[src/rtl/shift_pattern_decoder.sv]
// Tracks a bouncing one-hot pattern (7..0..7) on q_in and flags any sample that breaks it.
// Optional tc counter enabled by defining SHIFT_PATTERN_DECODER_PERIOD_CNT_EN.
module shift_pattern_decoder (
  input  logic       clk,
  input  logic       rst,
  input  logic       ena,
  input  logic [7:0] q_in,
  output logic [2:0] pos,
  output logic       dir,
  output logic       locked,
  output logic       tc,
  output logic [7:0] period_count,
  output logic       err,
  output logic       err_sticky
);

  typedef enum logic [1:0] {IDLE, ACQ, TRACK, FAULT} state_t;

  state_t     state, state_next;
  logic [2:0] pos_next;
  logic       dir_next;
  logic       tc_next;
  logic       err_next;

  logic       sample_legal;
  logic [2:0] sample_idx;
  logic       is_below;
  logic       is_above;
  logic       acq_match;
  logic       track_match;

  always_comb begin
    sample_idx = '0;
    for (int i = 0; i < 8; i++) begin
      if (q_in[i]) sample_idx = 3'(i);
    end
  end

  assign sample_legal = (q_in != 8'd0) && ((q_in & (q_in - 8'd1)) == 8'd0);

  // Adjacency is guarded at the ends so 0-1 and 7+1 never wrap into a false match.
  assign is_below    = (pos != 3'd0) && (sample_idx == pos - 3'd1);
  assign is_above    = (pos != 3'd7) && (sample_idx == pos + 3'd1);
  assign acq_match   = sample_legal && (is_below || is_above);
  assign track_match = sample_legal && (dir ? is_below : is_above);

  always_ff @(posedge clk) begin
    if (rst) begin
      state      <= IDLE;
      pos        <= 3'd7;
      dir        <= 1'b1;
      locked     <= 1'b0;
      tc         <= 1'b0;
      err        <= 1'b0;
      err_sticky <= 1'b0;
    end else begin
      state      <= state_next;
      pos        <= pos_next;
      dir        <= dir_next;
      locked     <= (state_next == TRACK);
      tc         <= tc_next;
      err        <= err_next;
      err_sticky <= err_sticky | err_next;
    end
  end

  always_comb begin
    state_next = state;
    if (ena) begin
      case (state)
        IDLE:    if (sample_legal) state_next = ACQ;
        ACQ:     state_next = acq_match ? TRACK : FAULT;
        TRACK:   if (!track_match) state_next = FAULT;
        FAULT:   if (sample_legal) state_next = ACQ;
        default: state_next = IDLE;
      endcase
    end
  end

  // Accepting an end position forces the bounce, overriding the observed direction.
  always_comb begin
    pos_next = pos;
    dir_next = dir;
    tc_next  = 1'b0;
    err_next = 1'b0;
    if (ena) begin
      case (state)
        IDLE, FAULT: begin
          if (sample_legal) pos_next = sample_idx;
          else              err_next = 1'b1;
        end
        ACQ, TRACK: begin
          if ((state == ACQ) ? acq_match : track_match) begin
            pos_next = sample_idx;
            if (state == ACQ) dir_next = is_below;
            if (sample_idx == 3'd0) begin
              dir_next = 1'b0;
              tc_next  = 1'b1;
            end else if (sample_idx == 3'd7) begin
              dir_next = 1'b1;
            end
          end else begin
            err_next = 1'b1;
          end
        end
        default: err_next = 1'b0;
      endcase
    end
  end

`ifdef SHIFT_PATTERN_DECODER_PERIOD_CNT_EN
  always_ff @(posedge clk) begin
    if (rst)          period_count <= 8'd0;
    else if (tc_next) period_count <= period_count + 8'd1;
  end
`else
  assign period_count = 8'd0;
`endif

endmodule

[config.mk]
export PLATFORM = sky130hd
export DESIGN_NAME = shift_pattern_decoder
export DESIGN_NICKNAME = d
export VERILOG_FILES = /design/src/rtl/shift_pattern_decoder.sv
export SDC_FILE = /design/constraint.sdc
export NUM_CORES = 1
export LEC_CHECK = 0
export ABC_AREA = 1
export BUFFER_PORTS_ARGS = -buffer_cell sky130_fd_sc_hd__clkbuf_2
export CAP_MARGIN = 20
export CELL_PAD_IN_SITES_DETAIL_PLACEMENT = 0
export CELL_PAD_IN_SITES_GLOBAL_PLACEMENT = 2
export CORE_UTILIZATION = 28
export CTS_CLUSTER_DIAMETER = 40
export DETAILED_ROUTE_END_ITERATION = 6
export PLACE_DENSITY_LB_ADDON = 0.1
export REMOVE_ABC_BUFFERS = 1
export SLEW_MARGIN = 30
export SYNTH_ARGS = -nofsm -noshare
export SYNTH_HDL_FRONTEND = slang
export SYNTH_SLANG_ARGS = --single-unit
[constraint.sdc]
create_clock -name clk -period 4.9 [get_ports clk]
set_input_delay 0.245 -clock clk [delete_from_list [all_inputs] [get_ports clk]]
set_output_delay 0.245 -clock clk [all_outputs]
set_load 0.03 [all_outputs]
[After elaboration in Yosys (flattened, before gate mapping)]
Index checks and enable logic that the tools add are counted.
Cells by class
  add/sub/neg operators: 3
  eq/ne operators: 10
  multiplexer cells: 25
  bitwise logic cells: 5
  reduce and logical (&&, ||, !) cells: 17
Operators with widths (number)
  two-way mux 3 bit: 8
  two-way mux 1 bit: 11
  bitwise AND 8 bit: 1
  zero test 8 bit: 1
  nonzero test 8 bit: 1
  subtractor 8 x 1 -> 8 bit, second input constant: 1
  == test 2 bit, second input constant: 3
  == test 3 bit: 2
  two-way mux 2 bit: 3
  case mux 2 bit (3 select lines): 1
  case mux 3 bit (2 select lines): 1
  nonzero test 3 bit: 2
  logical AND 1 bit: 5
  AND reduction 4 bit: 1
  OR reduction 2 bit: 2
  OR reduction 4 bit: 1
  adder 3 x 1 -> 3 bit, second input constant: 1
  == test 3 bit, second input constant: 1
  zero test 3 bit: 1
  != test 3 bit, second input constant: 1
  NOT 1 bit: 3
  AND reduction 3 bit: 1
  subtractor 3 x 1 -> 3 bit, second input constant: 1
  == test 2 x 1 -> 1 bit, second input constant: 1
  other kinds (6): 6
Word-level totals
  bits in registers: 10
  bits of input ports: 11
  logic and storage cells: 67

[Longest topological paths before layout]
  depth in word-level cells: 16
  gate-level depth with buffers: 16
  mapped depth without buffers: 16

[Worst setup path before layout]
OpenSTA, ideal clock, no wires.
  path type: register to register
  from: register pos[0]
  to: register err_sticky
  setup time: 116 ps
  data arrival time: 1838 ps
  data required time: 4784 ps
  path slack: 2946 ps
  stages on the path, launching flop included: 15
  buffers on the path: 0
  period minus slack after synthesis: 1954 ps
  path through: dfxtp_1 -> inv_1 -> ha_1 -> inv_1 -> nand2_1 -> nand2_2 -> nand2_1 -> nor2_2 -> nand3_2 -> nand2_2 -> nand4_1 -> nand2_1 -> nand2_2 -> o21ai_2 -> o21ai_2
On the way
  cells in the longest elaborated chain, start to end: 10
RTL lines
  start, declared: line 8  | output logic [2:0] pos,
  start signal, assigned: line 58  | pos <= pos_next;
  adder 3 x 1 -> 3 bit / subtractor 3 x 1 -> 3 bit (equally long branches): line 43, 42
  == test 3 bit (on tied branches): line 43, 42
  logical AND 1 bit (on tied branches): line 43, 42
  two-way mux 1 bit / logical OR 1 bit (equally long branches): line 45, 44
  logical AND 1 bit (on tied branches): line 45, 44
  two-way mux 1 bit * (2 in a row): line 93  | if ((state == ACQ) ? acq_match : track_match) begin
  case mux 1 bit (2 select lines) *: line 87  | case (state)
  two-way mux 1 bit *: line 86  | if (ena) begin
  bitwise OR 1 bit *: line 63  | err_sticky <= err_sticky | err_next;
  end signal, assigned: line 63
  end, declared: line 14  | output logic err_sticky
Every way passes the cells marked *; elsewhere a longest branch is shown, timed or not.
A chain may end at the register's enable or synchronous reset.

[Worst setup path in the final report]
Ends and elaborated chain as after synthesis.

==> impl_metrics.env <==
export IMPL_antenna_found_initial=0
export IMPL_startpoint="pos[0]"
export IMPL_reg2reg_slack_ps=2950
export IMPL_crit_arrival_ps=2100
export IMPL_rr_worst_depth=13
export IMPL_grt_pass1_vias=793
export IMPL_seq_area_frac_synth_pct=21.9
export IMPL_drt_wl_total_um=2010
export IMPL_num_nets_final=176
export IMPL_irDropWorstVdd_mv=0.139
export IMPL_crit_path_end_kind="register"
export IMPL_fin_crit_sh_pct=39.7
export IMPL_drtPass1Iterations=4
export IMPL_dr_first_iter_drc_count=42
export IMPL_cp_max_fo=5
export IMPL_clk_root_buffer_cell="clkbuf_4"
export IMPL_clock_skew_ps=0.679
export IMPL_hpwl_um=1720
export IMPL_hp_class="in -> reg"
export IMPL_setup_viol=0
export IMPL_synth_avg_cell_area_um2=6.69
export IMPL_synth_cells=137
export IMPL_setup_worst_path_class="reg -> reg"
export IMPL_powerDensity_nw_per_um2=234
export IMPL_period_needed_ps=1950
export IMPL_gr_total_overflow=0
export IMPL_numCtsBuffers=3
export IMPL_via_per_inst=4.45
export IMPL_regArea_um2=200
export IMPL_wl_per_cell_um=10.0
export IMPL_required_ps=5050
export IMPL_grt_pass1_wl_um=3490
export IMPL_die_area_um2=3500
export IMPL_start_kind="register"
export IMPL_fmax_ghz=0.514
export IMPL_fp_dieH_um=59.2
export IMPL_area_delta_synth_final_pct=14.6
export IMPL_rsz0062_at_grt="false"
export IMPL_drive_gt1_share_pct=26.8
export IMPL_core_area_um2=3080
export IMPL_ys_ff_latch=10
export IMPL_multi_input_area_um2=607
export IMPL_ctsHoldBuffers=0
export IMPL_ios=27
export IMPL_die_x_um=59.2
export IMPL_ys_warn_count=0
export IMPL_ys_flop_type="dfxtp_1"
export IMPL_drv_cap=0
export IMPL_synth_edf_count=0
export IMPL_leakage_nw=0.547
export IMPL_port_buffers=18
export IMPL_cts_resized=0
export IMPL_yosys_cell_types_count=24
export IMPL_cts_clk_slew_worst_paths_ps=60
export IMPL_hold_violations=0
export IMPL_fill_cells=364
export IMPL_num_antenna_cells=0
export IMPL_synthTopCellsByArea="dfxtp_1, nand2_1, ha_1"
export IMPL_rr_endpoint="err_sticky"
export IMPL_start_util_pct=29.8
export IMPL_clk_latency_ps=260
export IMPL_rows=20
export IMPL_setup_tns_final_ps=0
export IMPL_routabilityCongestion=0.805
export IMPL_synth_common_cells="nand2_1, inv_1, nand3_1"
export IMPL_synth_top_area_share_pct=21.9
export IMPL_grt_max_degree=8
export IMPL_cts_buffer_depth=2
export IMPL_yosysMostFrequentCell="nand2_1"
export IMPL_async_flop_share_pct=0
export IMPL_drc=0
export IMPL_cts_setup_buffers=0
export IMPL_synth_area_leader_cell="dfxtp_1"
export IMPL_post_route_util_pct=34.1
export IMPL_cts_sinks=10
export IMPL_status="complete, no violations"
export IMPL_drv_slew=0
export IMPL_endpoint="err_sticky"
export IMPL_r2r_start="pos[0]"
export IMPL_ant_nets=0
export IMPL_h_tree_depth=1
export IMPL_grt_usage_pct=12.8
export IMPL_vias=895
export IMPL_syn_area_um2=916
export IMPL_whs_path_depth=2
export IMPL_cts_tree="yes"
[per-stage QoR]
step	total power [mW]	std cells	setup WS, ps	area [um2]	hold slack [ps]
2_1_floorplan	0.170	136	2950	882	314
3_3_place_gp	0.194	198	2930	1030	424
3_5_place_dp	0.194	198	2950	1030	431
4_1_cts	0.248	201	2930	1050	156
5_1_grt	0.264	201	2740	1050	159
6_report	0.245	201	2950	1050	160
[worst max-delay path, stage by stage (launching register included)]
cell and delay [ps]:
dfxtp_1 350, ha_1 210, ha_1 290, inv_1 40, nand2_1 50, nand3b_1 80
nor2_1 100, nand3_1 120, nand2_1 100, nand4_1 130, nand2_1 150, nand2_2 80
o21ai_2 80, o21ai_2 60
[placed cells by master (no fill, tap or decap), drive strengths merged]
master / instances
nand3: 17
nor3: 4
o211ai: 2
conb: 8
inv: 20
a31oi: 2
clkbuf: 21
o31ai: 1
o21ai: 6
nand3b: 3
a21oi: 4
nor2: 11
nand4: 5
dfxtp: 10
nand2: 37
ha: 6
[sequential cells by signal (all words and copies together), names as in the netlist]
register,cells
pos,3
state,2
dir,1
err_sticky,1
tc,1
locked,1
err,1
[layout make-up]
cell class	count	share of cell area (%)
flip-flops and latches	10	19.1
inverters	20	7.15
repair buffers	18	8.58
multi-input cells	106	57.8
well taps	44	5.24
clock buffers	3	2.15
[kinds of logic after synthesis]
logic type,count (synthesis),synth area share (%)
other cells,1,0.409
compound gates,15,10.1
flops,10,21.9
fa+ha+maj,6,8.20
simple gates,77,44.7
buf+inv,28,14.8
[worst min path at each step]
stage / slack [ps] / endpoint / start
floorplan: 310 / state[0] / rst
global placement: 420 / state[0] / rst
detailed placement: 430 / state[0] / rst
CTS: 160 / state[0] / rst
global route: 160 / state[0] / rst
finish: 160 / state[0] / rst
[power by group]
group | internal, mW | leakage (nW) | switching, mW
Clock | 0.0282 | 0.0138 | 0.0250
Sequential | 0.0877 | 0.0822 | 0.00557
Combinational | 0.0310 | 0.451 | 0.0678
[per-layer routing]
metal,global-route usage [%],share of wire (%)
met1,18.0,50
met2,20.1,45
met3,3.28,4.4
met4,2.04,0
met5,0,0
Power figures use the tool's default switching activity.
